$ cat config.mk
export PLATFORM = sky130hd
export DESIGN_NAME = alu_exec
export DESIGN_NICKNAME = d
export VERILOG_FILES = /design/src/rtl/alu_exec_pkg.sv /design/src/rtl/alu_mul_iter.sv /design/src/rtl/alu_exec.sv
export SDC_FILE = /design/constraint.sdc
export NUM_CORES = 1
export LEC_CHECK = 0
export CELL_PAD_IN_SITES_DETAIL_PLACEMENT = 1
export CELL_PAD_IN_SITES_GLOBAL_PLACEMENT = 1
export CORE_UTILIZATION = 47
export CTS_BUF_LIST = sky130_fd_sc_hd__clkbuf_8
export DETAILED_ROUTE_END_ITERATION = 10
export GPL_ROUTABILITY_DRIVEN = 0
export PLACE_DENSITY_LB_ADDON = 0.1
export SYNTH_ARGS = -nofsm -noshare
export SYNTH_HDL_FRONTEND = slang
export SYNTH_SLANG_ARGS = --single-unit
$ cat constraint.sdc
create_clock -name clk_i -period 4.7 [get_ports clk_i]
set_input_delay 0.47 -clock clk_i [delete_from_list [all_inputs] [get_ports clk_i]]
set_output_delay 0.47 -clock clk_i [all_outputs]
set_load 0.005 [all_outputs]
$ cat src/rtl/alu_exec_pkg.sv
// rtl/alu_exec_pkg.sv - ALU control codes and shared constants for the EX-stage execute unit
package alu_exec_pkg;

    localparam int ALU_CTRL_W = 3;
    localparam int SHAMT_W    = 5;

    // ALU control code as produced by the ALU control decoder
    typedef enum logic [ALU_CTRL_W-1:0] {
        ALU_AND  = 3'b000,
        ALU_XOR  = 3'b001,
        ALU_SLL  = 3'b010,
        ALU_ADD  = 3'b011,
        ALU_SUB  = 3'b100,
        ALU_MUL  = 3'b101,
        ALU_SRAI = 3'b110,
        ALU_RSVD = 3'b111
    } alu_op_e;

endpackage

$ cat src/rtl/alu_mul_iter.sv
// rtl/alu_mul_iter.sv - iterative shift-add multiplier, MUL_BITS_PER_CY multiplier bits per cycle
module alu_mul_iter #(
    parameter int DATA_W          = 32,
    parameter int MUL_BITS_PER_CY = 2
) (
    input  logic              clk_i,
    input  logic              rst_i,
    input  logic              start_i,
    input  logic              flush_i,
    input  logic [DATA_W-1:0] mcand_i,
    input  logic [DATA_W-1:0] mplier_i,
    output logic              busy_o,
    output logic              done_o,
    output logic [DATA_W-1:0] product_o
);

    localparam int N     = DATA_W / MUL_BITS_PER_CY;
    localparam int CNT_W = (N > 1) ? $clog2(N) : 1;

    typedef enum logic {
        IDLE    = 1'b0,
        MUL_RUN = 1'b1
    } mul_state_e;

    mul_state_e        state_q;
    logic [DATA_W-1:0] mcand_q;
    logic [DATA_W-1:0] mplier_q;
    logic [DATA_W-1:0] acc_q;
    logic [CNT_W-1:0]  cnt_q;
    logic [DATA_W-1:0] partial;
    logic [DATA_W-1:0] acc_next;
    logic              last_step;

    // One partial product per cycle: the pre-shifted multiplicand times the lowest unretired multiplier slice
    always_comb begin
        partial   = mcand_q * DATA_W'(mplier_q[MUL_BITS_PER_CY-1:0]);
        acc_next  = acc_q + partial;
        last_step = (cnt_q == CNT_W'(N - 1));
    end

    // Completion is reported on the final accumulate edge so the top can register acc_next directly
    assign done_o    = busy_o & last_step & ~flush_i;
    assign product_o = acc_next;

    // Multiplier FSM: latch operands on start, retire one slice per edge, abort on flush
    always_ff @(posedge clk_i or posedge rst_i) begin
        if (rst_i) begin
            state_q  <= IDLE;
            busy_o   <= 1'b0;
            mcand_q  <= '0;
            mplier_q <= '0;
            acc_q    <= '0;
            cnt_q    <= '0;
        end else begin
            case (state_q)
                IDLE: begin
                    if (start_i) begin
                        mcand_q  <= mcand_i;
                        mplier_q <= mplier_i;
                        acc_q    <= '0;
                        cnt_q    <= '0;
                        state_q  <= MUL_RUN;
                        busy_o   <= 1'b1;
                    end
                end
                MUL_RUN: begin
                    if (flush_i) begin
                        state_q <= IDLE;
                        busy_o  <= 1'b0;
                    end else begin
                        acc_q    <= acc_next;
                        mcand_q  <= mcand_q << MUL_BITS_PER_CY;
                        mplier_q <= mplier_q >> MUL_BITS_PER_CY;
                        cnt_q    <= cnt_q + 1'b1;
                        if (last_step) begin
                            state_q <= IDLE;
                            busy_o  <= 1'b0;
                        end
                    end
                end
                default: begin
                    state_q <= IDLE;
                    busy_o  <= 1'b0;
                end
            endcase
        end
    end

endmodule

$ cat src/rtl/alu_exec.sv
// rtl/alu_exec.sv - EX-stage execute unit; ALU_EXEC_FAST_MUL_EN selects a single-cycle multiplier
import alu_exec_pkg::*;

module alu_exec #(
    parameter int DATA_W          = 32,
    parameter int MUL_BITS_PER_CY = 2
) (
    input  logic                  clk_i,
    input  logic                  rst_i,
    input  logic                  valid_i,
    input  logic                  flush_i,
    input  logic [ALU_CTRL_W-1:0] ctrl_i,
    input  logic [DATA_W-1:0]     src1_i,
    input  logic [DATA_W-1:0]     src2_i,
    output logic [DATA_W-1:0]     result_o,
    output logic                  valid_o,
    output logic                  busy_o
);

    alu_op_e           op;
    logic [SHAMT_W-1:0] shamt;
    logic [DATA_W-1:0] alu_res;
    logic              accept;
    logic              is_mul;
    logic              mul_done;
    logic [DATA_W-1:0] mul_product;

    assign op     = alu_op_e'(ctrl_i);
    assign shamt  = src2_i[SHAMT_W-1:0];
    assign is_mul = (op == ALU_MUL);
    assign accept = valid_i & ~busy_o & ~flush_i;

    // Single-cycle datapath; reserved code yields zero but still completes
    always_comb begin
        alu_res = '0;
        case (op)
            ALU_AND:  alu_res = src1_i & src2_i;
            ALU_XOR:  alu_res = src1_i ^ src2_i;
            ALU_SLL:  alu_res = src1_i << shamt;
            ALU_ADD:  alu_res = src1_i + src2_i;
            ALU_SUB:  alu_res = src1_i - src2_i;
            ALU_SRAI: alu_res = $signed(src1_i) >>> shamt;
`ifdef ALU_EXEC_FAST_MUL_EN
            ALU_MUL:  alu_res = src1_i * src2_i;
`endif
            default:  alu_res = '0;
        endcase
    end

`ifdef ALU_EXEC_FAST_MUL_EN
    assign busy_o      = 1'b0;
    assign mul_done    = 1'b0;
    assign mul_product = '0;

    // Every op, MUL included, completes one cycle after acceptance
    always_ff @(posedge clk_i or posedge rst_i) begin
        if (rst_i) begin
            result_o <= '0;
            valid_o  <= 1'b0;
        end else begin
            valid_o <= accept & ~is_mul ? 1'b1 : accept;
            if (accept) begin
                result_o <= alu_res;
            end
        end
    end
`else
    alu_mul_iter #(
        .DATA_W          (DATA_W),
        .MUL_BITS_PER_CY (MUL_BITS_PER_CY)
    ) u_mul (
        .clk_i     (clk_i),
        .rst_i     (rst_i),
        .start_i   (accept & is_mul),
        .flush_i   (flush_i),
        .mcand_i   (src1_i),
        .mplier_i  (src2_i),
        .busy_o    (busy_o),
        .done_o    (mul_done),
        .product_o (mul_product)
    );

    // Result register: multiplier completion or an accepted single-cycle op; otherwise hold
    always_ff @(posedge clk_i or posedge rst_i) begin
        if (rst_i) begin
            result_o <= '0;
            valid_o  <= 1'b0;
        end else begin
            valid_o <= 1'b0;
            if (mul_done) begin
                result_o <= mul_product;
                valid_o  <= 1'b1;
            end else if (accept && !is_mul) begin
                result_o <= alu_res;
                valid_o  <= 1'b1;
            end
        end
    end
`endif

endmodule

# == Word-level counts from Yosys, hierarchy flattened ==
# Cells that the tools add are included.
# classes
add_sub_neg,4
mul,1
n_eq_ne,10
shifts,2
muxes,25
bitwise_logic,10
n_reduce_logical,6
# ops
op,n
2-to-1 mux 32 bit,8
case mux 32 bit (2 select lines),3
case mux 32 bit (6 select lines),1
adder 32 bit,2
bitwise AND 32 bit,1
multiplier 32 x 2 -> 32 bit,1
left shift 32 x 5 -> 32 bit,1
>>> shifter 32 x 5 -> 32 bit,1
subtractor 32 bit,1
bitwise XOR 32 bit,1
== test 3 bit (second input constant),3
2-to-1 mux 1 bit,8
2-to-1 mux 4 bit,2
case mux 4 bit (2 select lines),1
== test 3 x 2 -> 1 bit (second input constant),2
bitwise AND 1 bit,5
adder 4 x 1 -> 4 bit (second input constant),1
== test 4 bit (second input constant),1
case mux 1 bit (2 select lines),2
AND reduction 2 bit,2
== test 3 x 1 -> 1 bit (second input constant),1
logical NOT 3 bit,1
!= test 3 bit (second input constant),1
inverter 1 bit,3
other kinds (5),5
# word_totals
reg_bits,135
out_inout_bits,34

# == Longest topological paths before layout ==
# Gate-level depths: netlist (run 1).
# logic_depth
depth_word,6
ltp_mapped,24
mapped_depth_nobuf,20

# == Hierarchy ==
# From an unflattened synthesis (run 1), not the netlist that was laid out.
# unflattened
hier_cells,1982
area_unflattened_um2,15678.8
# by_module_without_submodules
mod,instances,cells_per_inst,area_each_um2
alu_exec,1,1150,8388.0
alu_mul_iter,1,832,7290.7

# == Worst setup path before layout (run 1) ==
# No wires, ideal clock.
# synth_path
path_kind,input-to-reg
startpoint,input port src2_i[0]
endpoint,register result_o[31]
setup_ns,0.126
arrival_ns,4.498
t_required_ns,4.574
slack_ns,0.076
path_stages,24
n_path_buf,4
cell_sequence,buf_6 buf_12 inv_2 buf_2 buf_2 ha_1 nand2_1 nor2_1 nand2_1 nor2_1 nand2_1 or3_1 o31ai_1 xor2_1 ha_1 a21o_1 a21o_1 a21o_1 a21o_1 a21oi_1 o21ai_0 a31oi_1 xnor2_1 a221o_1
# synth_between
elab_chain_len,4
word_cells_on_any_way,7
classes_between,add/sub (2); shift (2); mux (3)
# synth_lines
item,line,source
from (decl),alu_exec.sv:14,"input logic [DATA_W-1:0] src2_i,"
subtractor 32 bit (tied with other cells),alu_exec.sv:41,ALU_SUB: alu_res = src1_i - src2_i;
case mux 32 bit (6 select lines) *,alu_exec.sv:36,case (op)
2-to-1 mux 32 bit *,alu_exec.sv:93,end else if (accept && !is_mul) begin
2-to-1 mux 32 bit *,alu_exec.sv:90,if (mul_done) begin
to (signal assigned),alu_exec.sv:91,result_o <= mul_product;
to (signal assigned),alu_exec.sv:94,result_o <= alu_res;
to (decl),alu_exec.sv:15,"output logic [DATA_W-1:0] result_o,"
# Every way passes the cells marked *; elsewhere a longest branch is shown, timed or not. The select of a mux whose other input is x is not followed.
# A chain may end at the register's enable or synchronous reset.

# == Final worst setup path (run 1) ==
# layout_path
startpoint,register u_mul.mplier_q[1]
endpoint,register u_mul.acc_q[28]
# layout_between
elab_chain_len,4
# layout_lines
item,line,source
from (decl),alu_mul_iter.sv:27,logic [DATA_W-1:0] mplier_q;
from (signal assigned),alu_mul_iter.sv:59,mplier_q <= mplier_i;
from (signal assigned),alu_mul_iter.sv:73,mplier_q <= mplier_q >> MUL_BITS_PER_CY;
multiplier 32 x 2 -> 32 bit,alu_mul_iter.sv:36,partial = mcand_q * DATA_W'(mplier_q[MUL_BITS_PER_CY-1:0]);
adder 32 bit,alu_mul_iter.sv:37,acc_next = acc_q + partial;
2-to-1 mux 32 bit,alu_mul_iter.sv:67,if (flush_i) begin
case mux 32 bit (2 select lines),alu_mul_iter.sv:55,case (state_q)
to (signal assigned),alu_mul_iter.sv:71,acc_q <= acc_next;
to (decl),alu_mul_iter.sv:28,logic [DATA_W-1:0] acc_q;
# Every way passes these cells. The select of a mux whose other input is x is not followed.

==> results of run 1 <==
[logic make-up after synthesis]
| group | Yosys count | synth area share, % |
|---|---|---|
| xor+xnor | 78 | 4.43 |
| mux | 145 | 13.7 |
| flops | 135 | 21.9 |
| compound gates | 604 | 25.9 |
| fa+ha+maj | 129 | 12.0 |
| simple gates | 548 | 15.6 |
| buf+inv | 241 | 6.36 |
[path summary, 6_finish.rpt]
check	from	to	slack, ns	cells after the start
worst max register to register	u_mul.mplier_q[1]	u_mul.acc_q[28]	0.23	14
worst min-delay path	rst_i	u_mul.mplier_q[12]	0.48	2
worst min register to register	u_mul.state_q	u_mul.busy_o	0.49	1
worst max-delay path	u_mul.mplier_q[1]	u_mul.acc_q[28]	0.23	14
max in group asynchronous	rst_i	u_mul.mcand_q[3]	3.26	3
min in group clk_i	u_mul.state_q	u_mul.busy_o	0.49	1
[area by class of cell]
cell class,instances,share of cell area [%]
repair buffers,187,9.41
inverters,115,2.48
flip-flops and latches,135,19.2
well taps,435,3.10
clock buffers,20,1.57
clock inverters,12,1.13
multi-input cells,1504,63.1
[through the flow]
stage               cell area, sq um  hold slack [ns]  setup slack [ns]
floorplan                      15400            0.443            0.0764
global placement               17100            0.457             0.156
detailed placement             17100            0.460            0.0466
CTS                            17600            0.482             0.342
global route                   17600            0.515            0.0829
finish                         17600            0.484             0.227
[per-layer routing]
metal  share of wire [%]  global-route usage [%]
met1                  40                    49.9
met3                 8.2                    8.40
met2                  46                    63.5
met4                 5.4                    19.2
met5                   0                       0
[cell usage in the layout, fill, tap and decap left out, drive strengths merged, types with 20 or more instances in the layout]
master	synthesis	routed
nand2	278	278
o21ai	159	159
nor2	138	138
dfrtp	135	135
a21oi	124	124
inv	114	117
clkdlybuf4s50	0	99
ha	97	97
buf	38	88
a22oi	82	82
mux2i	78	78
mux4	50	50
xnor2	43	43
xor2	35	35
fa	32	32
a21o	31	31
nand3	29	29
nor3	28	28
a211oi	27	27
a31oi	22	22
clkbuf	88	20
[power by group through the flow]
stage | clock network (W) | registers (W) | logic, W
5_1_grt | 0.00124 | 0.00148 | 0.00220
4_1_cts | 0.00120 | 0.00146 | 0.00200
3_3_place_gp | 0 | 0.00148 | 0.00192
6_report | 0.00118 | 0.00146 | 0.00205
2_1_floorplan | 0 | 0.00141 | 0.00121
3_5_place_dp | 0 | 0.00148 | 0.00198
[sequential cells by signal (all words and copies together) (netlist names)]
register / count
u_mul.state_q: 1
u_mul.mcand_q: 32
u_mul.cnt_q: 4
u_mul.mplier_q: 32
u_mul.acc_q: 32
u_mul.busy_o: 1
valid_o: 1
result_o: 32
==> impl_metrics.csv, run 1 <==
group,metric,value,unit
timing,drv_slew,0,
flow_run,drv.max_cap_violation_count,0,
cts,clockBufferDepth,2,
critical_path,crit_chain,"buf_4 > nand2_1 > fa_1 > inv_1 > ha_1 > a21oi_1 > nand2_1 > a221o_1 > a22o_1 > a31o_2 > o41ai_4 > o21ai_0 > xnor2_1 > o21ai_0",
pwr,p_leak,7.83,nW
synth,postSynth.asyncResetShare,100,%
finish,nFillCells,3845,
synth,dominantRegCellSynth,"dfrtp_1",
pwr,p_switching,0.00186,W
synth,ys_seq_elements,135,
drt,ant_nets,0,
synth,yosys_warnings,0,
timing,timing.max_slew.rel_slack,26.6,%
drt,detail_route.wirelength,64.8,mm
cts,cts_hold_repair.buffers,0,
global_routing,first_global_vias,16400,
global_routing,grt_usage,39.3,%
cts,worst_skew_pair.late_latency,0.49,ns
cts,cts_root_buffer,"clkbuf_8",
synth,yosys.area.top_type_share,21.9,%
finish,area.growth.synth_to_final,14.0,%
placement,detailed_placer_s_ending_hpwl,48.1,mm
finish,finish.cell_count_without_fillers,2408,
timing,post-route-period-util,95.2,%
drt,detailedRoute.firstPassIterationCount,8,
drt,detail_route.iter0.violations,1730,
timing,rsz0062_at_grt,"no",
global_routing,wire_length_of_the_first_global_routing_pass,99.5,mm
die,top_level_ports,105,
pwr,cell_internal_pwr,0.00284,W
finish,multi_input_comb_area,0.0111,sq mm
min_path,hold_path.class,"primary input to async pin",
timing,final-hold-violation-count,0,
pwr,seq_power_share,31.2,%
timing,setup-tns-final,0,ns
critical_path,timing.critical_path.to_type,"register",
critical_path,critical_path.top_delay_family,"compound AO/OA/AOI/OAI gates",
finish,num_antenna_cells,0,
synth,synth_area_per_cell,8.20,sq um
cts,clkSlewWorstSetupHoldPaths,0.09,ns
synth,postSynthNetCount,2080,
die,die_width,183,um
cts,tritoncts,"yes",
finish,final_core_utilization,55.1,%
cts,cts_max_level,4,
cts,cts.sinks,135,
critical_path,crit_arrival,4.82,ns
timing,maxClockFrequency,224,MHz
timing,worst-slew-pin-transition,1.10,ns
drt,residual_drc_count,0,
finish,ff_latch_area,0.00338,sq mm
run_status,outcome,"finished clean",
global_routing,number_of_antenna_violations_at_the_first_check_in_global_routing,1,
placement,placedCellCount,2376,
global_routing,grt_start_max_net_pins,84,
die,placement_rows,65,
pwr,combPwrFrac,43.6,%
synth,post_synth_most_frequent_cells,"nand2_1, o21ai_0, nor2_1",
die,start_util,48.3,%
synth,synth_most_common_cell,"nand2_1",
critical_path,worst-endpoint-required,5.05,ns
drt,vias,16100,
die,floorplan.core_area,0.0319,sq mm
synth,syn_inst,1880,
finish,layout.nets,2160,
synth,synth_top_area_cell,"dfrtp_1",
drt,wl_per_cell,26.9,um
timing,post-route-min-period,4.47,ns
critical_path,critical_path.n_buffers_inverters,2,
timing,setup_viol,0,
synth,yosys-top-cells-area,"dfrtp_1, ha_1, nand2_1",
critical_path,worst_path_largest_cell_delay,0.59,ns
finish,drive_gt1_share,11.0,%
placement,placement.io_buffers,104,
critical_path,startpoint_type,"register",
synth,ys_types,84,
global_routing,grt-ovfl-total,0,
timing,worst_clock_skew,0.0174,ns
pwr,power.switching_fraction,39.6,%
pwr,fin_total_pwr,0.00469,W
cts,cts_buffers,17,
critical_path,criticalPathCategory,"register to register",
critical_path,worst-path-max-fanout,16,
critical_path,crit_slowest_cell,"dfrtp_1",
cts,cts_repair_resize_count,0,
drt,detail_route.vias_per_cell,6.69,
die,dieArea,0.0335,sq mm
pwr,clock_power_share,25.2,%
synth,synth_enable_flop_cells,0,
pwr,power_density_over_the_cells,267,mW/mm^2
synth,seq_area_frac_synth,21.9,%
synth,synthesis.area,0.0154,sq mm
cts,post_cts_buffers,0,
pwr,worst_ir_drop_vdd,0.170,mV
die,die_h,183,um
No activity file was read; power rests on OpenSTA's default activity.
==> inputs of run 2 (changes only) <==
Settings changed: CORE_MARGIN set to 2, PLACE_DENSITY set to 0.84, PLACE_DENSITY_LB_ADDON 0.1 to unset, SYNTH_HIERARCHICAL set to 1.
==> run 2 against run 1 <==
Synthesized cell count rose by 5.4%. Sequential share of layout area barely moved. Largest cell class unchanged. Core utilization fell by 1.5 points.
==> impl_metrics.csv, run 2 <==
group,metric,value,unit
cts,worst_skew_pair.late_latency,0.50,ns
cts,cts_max_level,4,
timing,worst-slew-pin-transition,1.19,ns
timing,post-route-min-period,4.48,ns
critical_path,setup.worst_path.start,"u_mul/mplier_q[1]",
placement,placement.io_buffers,104,
global_routing,global_route.usage.met2,59.3,%
pwr,p_leak,7.63,nW
cts,clockBufferDepth,2,
timing,maxClockFrequency,223,MHz
die,die_h,187,um
finish,most_common_library_cell_in_the_layout_ignoring_fill_and_taps,"nand2_1",
synth,yosys-top-cells-area,"dfrtp_1, ha_1, nand2_1",
global_routing,globalRouteMet3Util,8.35,%
die,top_level_ports,105,
die,floorplan.core_area,0.0327,sq mm
die,start_util,47.9,%
global_routing,wire_length_of_the_first_global_routing_pass,100,mm
synth,seq_area_frac_synth,21.5,%
synth,synth_top_family_by_area,"compound AO/OA/AOI/OAI gates",
timing,drv_slew,0,
timing,final-hold-violation-count,0,
finish,num_antenna_cells,0,
critical_path,r2r_setup_slack,0.22,ns
synth,synth_area_per_cell,7.91,sq um
drt,detail_route.wirelength,65.0,mm
critical_path,crit_slowest_cell,"dfrtp_1",
cts,tritoncts,"yes",
cts,cts.sinks,135,
finish,most_frequent_cells_in_the_layout,"nand2_1, nor2_1, o21ai_0",
synth,synth-adder-area-share,11.8,%
synth,yosys.area.top_type_share,21.5,%
critical_path,criticalPathCategory,"register to register",
critical_path,reg2reg_to,"result_o[29]",
run_status,outcome,"finished clean",
timing,setup-tns-final,0,ns
timing,worst_clock_skew,0.0153,ns
die,dieArea,0.0348,sq mm
drt,detailedRoute.firstPassIterationCount,10,
die,die_width,187,um
synth,yosys_warnings,6,
die,placement_rows,66,
cts,cts_hold_repair.buffers,0,
synth,postSynthNetCount,2182,
synth,synth-compound-area-share,25.6,%
critical_path,startpoint_type,"register",
critical_path,worst-path-max-fanout,24,
critical_path,worst-endpoint-required,5.05,ns
timing,timing.max_slew.rel_slack,20.8,%
cts,clkSlewWorstSetupHoldPaths,0.09,ns
synth,ys_types,93,
finish,layout.nets,2236,
drt,ant_nets,0,
pwr,power_density_over_the_cells,261,mW/mm^2
synth,synthesis.area,0.0157,sq mm
synth,dominantRegCellSynth,"dfrtp_1",
synth,synth_most_common_cell,"nand2_1",
min_path,hold_path.class,"primary input to register",
critical_path,worst_reg_to_reg_path_cell_count,14,
cts,cts_buffers,17,
critical_path,worst_path_largest_cell_delay,0.52,ns
global_routing,busiest_layer_in_global_routing,"met2",
synth,synth_enable_flop_cells,0,
critical_path,timing.critical_path.mode_cell,"a21oi_1",
finish,drive_gt1_share,9.37,%
synth,syn_inst,1982,
synth,synthMuxAreaShare,12.0,%
critical_path,crit_chain,"buf_4 > nand2_1 > fa_1 > inv_1 > ha_1 > a21oi_1 > o21ai_0 > a21oi_1 > nor3_1 > o32a_1 > or3_1 > and2_1 > a2111oi_0 > o21ai_1",
global_routing,gr-usage-met1,45.7,%
timing,rsz0062_at_grt,"no",
finish,area.growth.synth_to_final,11.9,%
synth,ys_seq_elements,135,
placement,detailed_placer_s_ending_hpwl,48.8,mm
flow_run,drv.max_cap_violation_count,0,
critical_path,crit_arrival,4.84,ns
global_routing,grt_start_max_net_pins,88,
global_routing,number_of_antenna_violations_at_the_first_check_in_global_routing,0,
drt,residual_drc_count,0,
drt,detail_route.iter0.violations,1986,
global_routing,grt-ovfl-total,0,
drt,detail_route.vias_per_cell,6.56,
cts,cts_root_buffer,"clkbuf_8",
critical_path,cp-endpoint,"result_o[29]",
synth,yosys.area_share.simple,17.9,%
pwr,fin_total_pwr,0.00458,W
global_routing,grt_usage,37.1,%
pwr,worst_ir_drop_vdd,0.236,mV
drt,wl_per_cell,26.1,um
finish,nFillCells,4031,
drt,vias,16300,
timing,post-route-period-util,95.4,%
synth,postSynth.asyncResetShare,100,%
critical_path,timing.critical_path.to_type,"register",
synth,post_synth_most_frequent_cells,"nand2_1, nor2_1, o21ai_0",
critical_path,crit-reg2reg-launch,"u_mul/mplier_q[1]",
synth,post_synthesis_xor_xnor_area_fraction,4.58,%
global_routing,first_global_vias,17100,
timing,setup_viol,0,
synth,synth_top_area_cell,"dfrtp_1",
-- run 2: cell types whose count changed after synthesis, sizes merged, moves of 14 or more --
cell   change
a21oi     +30
mux4      -27
a22oi     -67
o21ai     +31
nor2      +47
a31oi     -14
mux2i     +32
nand2     +14
nand3     -17
-- run 2: power breakdown --
group	internal, W	leakage [nW]	switching, W
Clock	0.000553	0.217	0.000554
Combinational	0.000776	5.60	0.00115
Sequential	0.00136	1.81	0.000192
-- run 2: kinds of logic (layout without fill, tap and decap cells) --
logic type | after synthesis | count (layout)
and+or+nand+nor | 631 | 631
AOI/OAI and AO/OA | 615 | 615
buffers and inverters | 235 | 302
muxes | 155 | 155
DFF | 135 | 135
adders and majority gates | 129 | 129
xor gates and xnor gates | 82 | 82
-- run 2: per-layer routing --
layer	wire length, um	share of wire, %	vias up
met2	29300	45	839
met5	0	0	-
li1	-	-	7239
met1	25900	40	8004
met3	5670	8.7	248
met4	4110	6.3	0
-- run 2: how the worst min path moves through the flow --
stage	slack [ns]	cells after the start	from	to
floorplan	0.45	2	u_mul/acc_q[10]	u_mul/acc_q[10]
global placement	0.46	2	u_mul/mplier_q[3]	u_mul/mplier_q[3]
detailed placement	0.47	2	u_mul/mplier_q[11]	u_mul/mplier_q[11]
CTS	0.39	3	src2_i[4]	u_mul/mplier_q[4]
global route	0.45	3	src2_i[4]	u_mul/mplier_q[4]
finish	0.42	3	src2_i[4]	u_mul/mplier_q[4]
-- run 2: timing repair --
action	in CTS	in global routing
endpoints found under the setup margin	0	2
buffers inserted	0	0
resized for setup	0	2
-- run 2: worst max-delay path: cells and delay by family, from the launching register on --
family,cells,cell delay [ns]
simple gates,4,0.85
flops,1,0.52
buf+inv,2,0.40
compound gates,6,1.64
fa+ha+maj,2,0.89
-- run 2: final cells by class --
cell class	count	area [sq um]	area share (%)
Tap cell	442	553	3.15
Sequential cell	135	3380	19.3
Inverter	108	408	2.32
Clock buffer	18	248	1.41
Timing Repair Buffer	162	1450	8.28
Clock inverter	14	188	1.07
Multi-Input combinational cell	1612	11300	64.5
-- run 2: through the flow --
step | utilization, % | hold WS [ns] | area [sq um] | instances | setup WS [ns]
global placement | 52.3 | 0.462 | 17100 | 2459 | 0.204
floorplan | - | 0.449 | 15700 | 1982 | 0.618
global route | 53.7 | 0.450 | 17600 | 2491 | 0.0381
detailed placement | 52.3 | 0.471 | 17100 | 2459 | 0.100
finish | 53.7 | 0.419 | 17600 | 2491 | 0.217
CTS | 53.7 | 0.386 | 17500 | 2491 | 0.166
==> inputs of run 3 (changes only) <==
Settings changed: CORE_ASPECT_RATIO set to 1.75.
==> run 3 against run 2 <==
The flow now finishes with violations (capacitance limit, slew limit). Clock power barely moved. Combinational power is essentially flat. Power rose by 0.37%. Sequential share of layout area hardly changed. Critical path depth rose by 1. Clock-buffer cell count stayed put. Non-clock buffer count up 4. Wire length grew 3.2%. Sequential power barely moved. Flip-flop and latch count is the same. Highest routed layer unchanged.
==> impl_metrics.csv, run 3 (same netlist as run 2, synthesis figures left out) <==
group,metric,value,unit
global_routing,number_of_antenna_violations_at_the_first_check_in_global_routing,2,
cts,clkSlewWorstSetupHoldPaths,0.09,ns
critical_path,setup.worst_path.start,"u_mul/mplier_q[1]",
timing,post-route-min-period,4.39,ns
die,start_util,47.6,%
global_routing,grt-ovfl-total,0,
timing,setup-tns-final,0,ns
critical_path,startpoint_type,"register",
timing,layout_setup_ws,0.313,ns
global_routing,grt_start_max_net_pins,109,
pwr,seq_power_share,33.7,%
pwr,combPwrFrac,42.3,%
die,dieArea,0.0349,sq mm
timing,rsz0062_at_grt,"no",
cts,cts_hold_repair.buffers,0,
drt,residual_drc_count,0,
finish,layout.nets,2240,
global_routing,grt_usage,38.6,%
finish,drive_gt1_share,9.45,%
min_path,hp-start,"src2_i[4]",
global_routing,wire_length_of_the_first_global_routing_pass,102,mm
timing,setup_viol,0,
finish,finish.cell_count_without_fillers,2461,
cts,post_cts_buffers,0,
cts,cts.sinks,135,
finish,most_frequent_cells_in_the_layout,"nand2_1, nor2_1, o21ai_0",
global_routing,first_global_vias,17800,
placement,detailed_placer_s_ending_hpwl,50.5,mm
timing,drv_slew,4,
cts,cts_root_buffer,"clkbuf_8",
cts,cts_buffers,17,
pwr,clock_power_share,24.0,%
cts,tritoncts,"yes",
critical_path,worst-endpoint-required,5.06,ns
pwr,p_switching,0.00191,W
timing,worst-slew-pin-transition,1.50,ns
run_status,failed_checks,"capacitance limit, slew limit",
placement,placedCellCount,2426,
critical_path,crit-reg2reg-launch,"u_mul/mplier_q[1]",
drt,wl_per_cell,27.2,um
pwr,p_leak,7.66,nW
pwr,cell_internal_pwr,0.00268,W
die,floorplan.core_area,0.0329,sq mm
drt,detail_route.wirelength,67.1,mm
run_status,outcome,"complete, but fails checks",
placement,detailedPlace.worstSlack,0.00737,ns
critical_path,crit_arrival,4.75,ns
die,top_level_ports,105,
timing,final-hold-violation-count,0,
cts,cts_repair_resize_count,0,
timing,timing.max_slew.rel_slack,-1.01,%
timing,worst_clock_skew,0.0222,ns
critical_path,worst-path-max-fanout,31,
cts,clockBufferDepth,2,
finish,area.growth.synth_to_final,11.9,%
placement,placement.io_buffers,104,
pwr,worst_ir_drop_vdd,0.220,mV
die,die_h,246,um
pwr,power.switching_fraction,41.6,%
pwr,power_density_over_the_cells,262,mW/mm^2
finish,most_common_library_cell_in_the_layout_ignoring_fill_and_taps,"nand2_1",
die,die_width,142,um
flow_run,drv.max_cap_violation_count,1,
cts,worst_skew_pair.late_latency,0.51,ns
timing,maxClockFrequency,228,MHz
timing,post-route-period-util,93.3,%
drt,detail_route.iter0.violations,1529,
critical_path,timing.critical_path.to_type,"register",
min_path,hold_path.class,"primary input to register",
drt,detailedRoute.firstPassIterationCount,9,
die,placement_rows,88,
drt,ant_nets,0,
drt,vias,16800,
drt,detail_route.vias_per_cell,6.82,
critical_path,r2r_setup_slack,0.31,ns
critical_path,criticalPathCategory,"register to register",
cts,cts_max_level,4,
==> run 3: worst paths after layout <==
check	to	cells after the start
worst min register to register	u_mul/mplier_q[11]	2
worst min-delay path	u_mul/mplier_q[4]	3
worst max-delay path	result_o[29]	15
worst max register to register	result_o[29]	15
max in group asynchronous	u_mul/mplier_q[22]	3
min in group asynchronous	result_o[28]	3
==> run 3: power by group through the flow <==
stage / Clock, W / Combinational, W / Sequential [W]
2_1_floorplan: 0 / 0.00112 / 0.00149
6_report: 0.00110 / 0.00194 / 0.00155
3_5_place_dp: 0 / 0.00187 / 0.00156
5_1_grt: 0.00115 / 0.00209 / 0.00156
3_3_place_gp: 0 / 0.00178 / 0.00155
4_1_cts: 0.00111 / 0.00189 / 0.00154
==> run 3: per-layer routing <==
metal	track usage (%)	part of all wire, %	vias up
li1	-	-	7262
met1	40.6	35	8280
met2	66.5	49	892
met3	7.67	7.0	357
met4	30.4	9.4	0
met5	0	0	-
==> run 3: per-stage QoR <==
| step | power [W] | area, sq um | util, % | hold WS (ns) |
|---|---|---|---|---|
| global route | 0.00481 | 17500 | 53.3 | 0.379 |
| floorplan | 0.00261 | 15700 | - | 0.449 |
| CTS | 0.00454 | 17500 | 53.3 | 0.339 |
| global placement | 0.00333 | 17100 | 52.0 | 0.464 |
| detailed placement | 0.00343 | 17100 | 52.0 | 0.471 |
| finish | 0.00460 | 17500 | 53.3 | 0.351 |
==> run 3: final cells by class <==
cell class | count | area, sq um
diodes | 3 | 7.51
clock buffers | 18 | 248
clock inverters | 14 | 174
fillers | 4065 | 15400
inverters | 108 | 408
multi-input cells | 1612 | 11300
flip-flops and latches | 135 | 3380
well taps | 405 | 507
repair buffers | 166 | 1500
==> run 3: worst max-delay path, cell delays in order, from the launching register on <==
cell	delay, ns
dfrtp_1	0.37
buf_4	0.33
nand2_1	0.13
fa_1	0.51
inv_1	0.07
fa_1	0.44
a211oi_1	0.30
o21ai_0	0.28
nand2_1	0.20
a211oi_1	0.10
buf_4	0.19
and3_1	0.16
or3_1	0.33
and2_1	0.22
a2111oi_0	0.50
o21ai_1	0.12
